--- config.mk ---
export PLATFORM = sky130hd
export DESIGN_NAME = multi_debouncer
export DESIGN_NICKNAME = d
export VERILOG_FILES = /design/src/rtl/multi_debouncer.sv
export SDC_FILE = /design/constraint.sdc
export NUM_CORES = 1
export LEC_CHECK = 0
export ABC_CLOCK_PERIOD_IN_PS = 2700
export BUFFER_PORTS_ARGS = -buffer_cell sky130_fd_sc_hd__buf_2
export CAP_MARGIN = 10
export CORE_ASPECT_RATIO = 1.1
export CORE_MARGIN = 2
export CORE_UTILIZATION = 33
export DETAILED_ROUTE_END_ITERATION = 12
export HOLD_SLACK_MARGIN = 0.03
export PLACE_DENSITY = 0.53
export SYNTH_ARGS = -nofsm -noshare
export SYNTH_HDL_FRONTEND = slang
export SYNTH_SLANG_ARGS = --single-unit
--- constraint.sdc ---
create_clock -name clk_100Mhz -period 2.7 [get_ports clk_100Mhz]
set_clock_uncertainty 0.15 [all_clocks]
set_input_delay 0.135 -clock clk_100Mhz [delete_from_list [all_inputs] [get_ports clk_100Mhz]]
set_output_delay 0.135 -clock clk_100Mhz [all_outputs]
set_load 0.005 [all_outputs]
--- src/rtl/multi_debouncer.sv ---
// Multi-channel button debouncer: per-channel synchroniser, stability filter,
// clean level and registered rise/fall/long-hold pulses.
module multi_debouncer #(
    parameter int CHANNELS    = 4,
    parameter int TICK_COUNT  = 5000000,
    parameter int SYNC_STAGES = 2,
    parameter int LONG_TICKS  = 50000000
) (
    input  logic                clk_100Mhz,
    input  logic                reset,
    input  logic [CHANNELS-1:0] btn_in,
    output logic [CHANNELS-1:0] btn_level,
    output logic [CHANNELS-1:0] btn_rise,
    output logic [CHANNELS-1:0] btn_fall,
    output logic [CHANNELS-1:0] btn_long
);

    localparam int CW = $clog2(TICK_COUNT + 1);
    localparam int HW = $clog2(LONG_TICKS + 1);
    localparam logic [CW-1:0] C_LAST = CW'(TICK_COUNT - 1);
    localparam logic [HW-1:0] H_MAX  = HW'(LONG_TICKS);
    localparam logic [HW-1:0] H_LAST = HW'(LONG_TICKS - 1);

    for (genvar g = 0; g < CHANNELS; g++) begin : g_ch
        logic [SYNC_STAGES-1:0] sync_r;
        logic [CW-1:0]          cnt_r;
        logic [CW-1:0]          cnt_next_s;
        logic [HW-1:0]          hold_r;
        logic [HW-1:0]          hold_next_s;
        logic                   level_r;
        logic                   level_next_s;
        logic                   rise_r;
        logic                   rise_next_s;
        logic                   fall_r;
        logic                   fall_next_s;
        logic                   long_r;
        logic                   long_next_s;
        logic                   samp_s;
        logic                   flip_s;

        assign samp_s = sync_r[SYNC_STAGES-1];
        assign flip_s = (samp_s != level_r) && (cnt_r == C_LAST);

        // Filter and hold-counter next-state; pulses are computed here and registered below.
        always_comb begin
            cnt_next_s   = cnt_r;
            hold_next_s  = hold_r;
            level_next_s = level_r;
            rise_next_s  = 1'b0;
            fall_next_s  = 1'b0;
            long_next_s  = 1'b0;

            // Any return to the stable level restarts the filter.
            if (samp_s == level_r) begin
                cnt_next_s = {CW{1'b0}};
            end else if (flip_s) begin
                cnt_next_s   = {CW{1'b0}};
                level_next_s = samp_s;
                rise_next_s  = samp_s;
                fall_next_s  = ~samp_s;
            end else begin
                cnt_next_s = cnt_r + CW'(1);
            end

            // Hold counter saturates so btn_long fires at most once per press.
            if (!level_r || flip_s) begin
                hold_next_s = {HW{1'b0}};
            end else if (hold_r != H_MAX) begin
                hold_next_s = hold_r + HW'(1);
                long_next_s = (hold_r == H_LAST);
            end else begin
                hold_next_s = hold_r;
            end
        end

        // Channel state and output registers with synchronous reset.
        always_ff @(posedge clk_100Mhz) begin
            if (reset) begin
                sync_r  <= {SYNC_STAGES{1'b0}};
                cnt_r   <= {CW{1'b0}};
                hold_r  <= {HW{1'b0}};
                level_r <= 1'b0;
                rise_r  <= 1'b0;
                fall_r  <= 1'b0;
                long_r  <= 1'b0;
            end else begin
                sync_r  <= {sync_r[SYNC_STAGES-2:0], btn_in[g]};
                cnt_r   <= cnt_next_s;
                hold_r  <= hold_next_s;
                level_r <= level_next_s;
                rise_r  <= rise_next_s;
                fall_r  <= fall_next_s;
                long_r  <= long_next_s;
            end
        end

        assign btn_level[g] = level_r;
        assign btn_rise[g]  = rise_r;
        assign btn_fall[g]  = fall_r;
        assign btn_long[g]  = long_r;
    end

endmodule

; Yosys cells after proc, flatten, opt, wreduce, memory -nomap -nowiden
; Cells that the tools add are included.
[totals]
reg_bits = 220
latch_bits = 0
mem_bits_rw = 0
rom_bits = 0
wordCells = 104
memories = 0
[op_classes]
add_sub_neg = 8
multipliers = 0
div_mod_pow = 0
order_cmp = 0
n_eq_ne = 20
n_shift = 0
mux = 0
bitwise = 16
n_reduce_logical = 32
[op_table]
columns = cell, count
row1 = $add 26x1->26 const B, 4
row2 = $eq 26x26->1 const B, 4
row3 = $ne 26x26->1 const B, 4
row4 = $add 23x1->23 const B, 4
row5 = $eq 23x23->1 const B, 4
row6 = $reduce_or 3->1, 12
row7 = $not 1->1, 16
row8 = $reduce_and 2->1, 4
row9 = $reduce_or 2->1, 4
row10 = $eq 1x1->1, 4
row11 = $logic_and 1x1->1, 4
row12 = $logic_not 1->1, 4
row13 = $logic_or 1x1->1, 4
row14 = $ne 1x1->1, 4

; Depth between registers and ports, before layout
[depth]
ltp_word = 4
depth_mapped = 6

; Least setup slack after synthesis
; No wires, ideal clock.
[synth_path]
kind = flip-flop to flip-flop
startpoint = register g_ch[0].cnt_r[0]
endpoint = register g_ch[0].cnt_r[20]
t_arrival_ps = 1942
path_slack_ps = 538
path_stages_with_launch = 7
period_less_slack_ps = 2162
cell_sequence = dfxtp_1 -> ha_1 -> nand4_2 -> or4_1 -> clkbuf_1 -> or4_1 -> a21oi_1
[synth_via]
elab_chain_cells = 3
word_cells_on_any_way = 4
classes_between = add/sub (1) / eq/ne (1) / reduce/logical (2)
[synth_rtl]
columns = element, line_no
row1 = start: declaration, 26  ; logic [CW-1:0] cnt_r;
row2 = start signal: assignment, 80  ; cnt_r <= {CW{1'b0}};
row3 = start signal: assignment, 88  ; cnt_r <= cnt_next_s;
row4 = "parallel branches: the longest is 3 deep, another holds $add 23x1->23", -
; Several ways; the timed one is not identified.
; A chain may end at the register's enable or synchronous reset.

; Worst setup path after layout
; Ends and elaborated chain as after synthesis.

==> reports/qor.csv <==
metric,value,unit
Max Cap Violations,0,
final hold violations,0,
Avg Inst Size Synth,8.565,um2
period utilization,0.8601,
Vias per Instance,5.113,
"Slew Viols, Final",0,
Clock Path Buffers,3,
num rows,67,
Final Power,7.228,mW
run status,completed,
Non-Filler Instances,1660,
Starting Density,0.3367,
arrival time worst endpoint,2640,ps
worst r2r src,g_ch[0].cnt_r[0]$_SDFF_PP0_,
total negative slack,0,ps
Hold Path Class,reg -> reg,
RSZ-0062 raised after global routing,no,
setup bufs post-CTS,0,
crit path max fanout,8,
Fillers,3164,
initial antenna violation count,0,
Routed WL per cell,13.01,um
Synth async-reset ratio,0,
Max H-tree Level,1,
relative slew slack,0.5780,
most used flip-flop cell after synthesis,dfxtp_1,
Hold Buf Count CTS,8,
Skew-Pair Late Insertion Delay,530,ps
# setup viols final,0,
Die Ht,189.6,um
die area,0.03274,mm2
maximum clock rate,430.6,MHz
Leakage,3.452,nW
Unique masters post-synth,49,
GPL Wtd Cong,0.7660,
first-pass GRT wire length,37.13,mm
CTS Buf Count,28,
Worst Setup SP,g_ch[0].cnt_r[0]$_SDFF_PP0_,
Syn Nets,1224,
clock slew at reported path FFs,60,ps
Yosys reg bits,220,
vias in the first global route,7817,
ant diodes,0,
nets@finish,1243,
Ys Warns,0,
Remaining DRCs,0,
Mapped Area,0.01033,mm2
"Seq/Total Area, Yosys",0.4264,
via count,8487,
cell area power density,609.3,mW/mm2
hold slack final,288.5,ps
"antenna viol nets, final",0,
Layout area overhead,14.84,%
HP Start,g_ch[2].sync_r[0]$_SDFF_PP0_,
Syn Inst Count,1206,
final WL,21.59,mm
die width,172.7,um
Worst VDD drop,0.3644,mV
I/O Pins,22,
CTS tree,built,
cell count after placement,1601,
GRT Residual Overflow,0,
share of cells above drive strength 1,0.08347,
GRT Util Overall,0.1304,
crit path capture type,register,
crit path time final,2322,ps
port bufs,21,
Detailed Routing Iterations Pass 1,4,
WS Path Type,reg -> reg,
hpwl dp,14.67,mm
number of synthesized flops with an enable pin,0,
# clock sinks,220,
core region area,0.03068,mm2
1st-iter DRT viols,359,
startpoint types,register,
cts repair resizes,0,
largest net degree at the start of global routing,29,
Slew @ Worst Pin,633.0,ps
root buf cell,clkbuf_16,
Critical Path RT,3010,ps
-- kinds of logic (layout without fill, tap and decap cells) --
| family | after synthesis | after routing | synth area share |
|---|---|---|---|
| compound gates | 191 | 191 | 0.1078 |
| xor+xnor | 99 | 99 | 0.08394 |
| fa+ha+maj | 12 | 12 | 0.01453 |
| buf+inv | 93 | 133 | 0.04251 |
| flops | 220 | 220 | 0.4264 |
| simple gates | 591 | 591 | 0.3249 |
-- routing by layer --
layer / GRT usage / wire length (um) / vias to the layer above
met5: 0 / 0 / -
met1: 0.1697 / 10410 / 3948
li1: - / - / 4430
met4: 0.03651 / 393 / 0
met3: 0.02138 / 722 / 25
met2: 0.2238 / 10060 / 84
-- final timing paths --
check / to / slack, ps / depth (start not counted)
worst max-delay path: g_ch[0].cnt_r[20]$_SDFF_PP0_ / 380 / 5
worst min-delay path: g_ch[2].sync_r[1]$_SDFF_PP0_ / 290 / 1
worst max register to register: g_ch[0].cnt_r[20]$_SDFF_PP0_ / 380 / 5
worst min register to register: g_ch[2].sync_r[1]$_SDFF_PP0_ / 290 / 1
-- metrics by stage --
step	utilization	instance area (um2)	worst slack (ps)
after floorplan	-	10330	538.4
after global placement	0.3516	10790	413.0
after detailed placement	0.3516	10790	384.5
after CTS	0.3866	11860	369.8
after global routing	0.3866	11860	203.8
final	0.3866	11860	377.6
-- synthesized netlist by cell type (2+ instances only) --
master	count	area, um2
a211oi_1	3	22.52
a21bo_2	2	20.02
a21oi_1	87	435.4
a31oi_1	2	12.51
and2_1	8	50.05
and3_1	29	181.4
and4_1	21	183.9
buf_2	15	75.07
buf_4	19	142.6
clkbuf_1	23	86.33
dfxtp_1	220	4404
ha_1	12	150.1
inv_1	36	135.1
nand2_1	70	262.8
nand2b_1	8	50.05
nand3_1	67	335.3
nand3b_1	2	15.01
nand4_1	53	331.6
nand4_2	2	25.02
nand4b_1	5	43.79
nor2_1	116	435.4
nor2b_1	18	112.6
nor3_1	36	180.2
nor4_1	26	162.7
nor4b_1	6	52.55
nor4bb_1	7	70.07
o21ai_0	52	260.3
o21ai_1	5	25.02
o21ai_4	4	65.06
o31ai_1	33	247.7
or2_1	2	12.51
or2_2	2	12.51
or3_1	49	306.5
or4_1	46	345.3
or4_4	5	56.30
or4b_1	4	40.04
or4bb_1	2	22.52
xnor2_1	56	490.5
xor2_1	43	376.6
-- critical path: stages (launching register included) --
cell and delay (ps):
dfxtp_1 360, ha_1 260, nand4_2 170, or4_1 670, or4_1 500, a21oi_1 140
-- layout make-up --
cell class	instances	area [um2]	share of cell area
multi-input combinational	893	5487	0.4625
sequential	220	4404	0.3713
clock buffer	41	840.8	0.07088
tap	414	518.0	0.04367
timing repair buffer	46	325.3	0.02742
clock inverter	10	152.6	0.01287
inverter	36	135.1	0.01139
-- where the power goes --
| group | total (mW) | internal [mW] | switching (mW) |
|---|---|---|---|
| registers | 3.26 | 3.25 | 0.00587 |
| logic | 0.0457 | 0.0196 | 0.0261 |
| clock network | 3.92 | 2.52 | 1.40 |
| total | 7.23 | 5.80 | 1.43 |
-- sequential cells by signal (all words and copies together), names as in the netlist --
register / flops
g_ch.cnt_r: 92
g_ch.long_r: 4
g_ch.hold_r: 104
g_ch.sync_r: 8
g_ch.fall_r: 4
g_ch.rise_r: 4
g_ch.level_r: 4
-- cells in the final DEF (no fill, tap or decap), types with 43 or more instances in the layout --
| cell type | instances |
|---|---|
| o21ai_0 | 52 |
| dfxtp_1 | 220 |
| or4_1 | 46 |
| nand3_1 | 67 |
| xnor2_1 | 56 |
| nor2_1 | 116 |
| or3_1 | 49 |
| xor2_1 | 43 |
| a21oi_1 | 87 |
| nand2_1 | 70 |
| nand4_1 | 53 |
No activity file was read; power rests on OpenSTA's default activity.
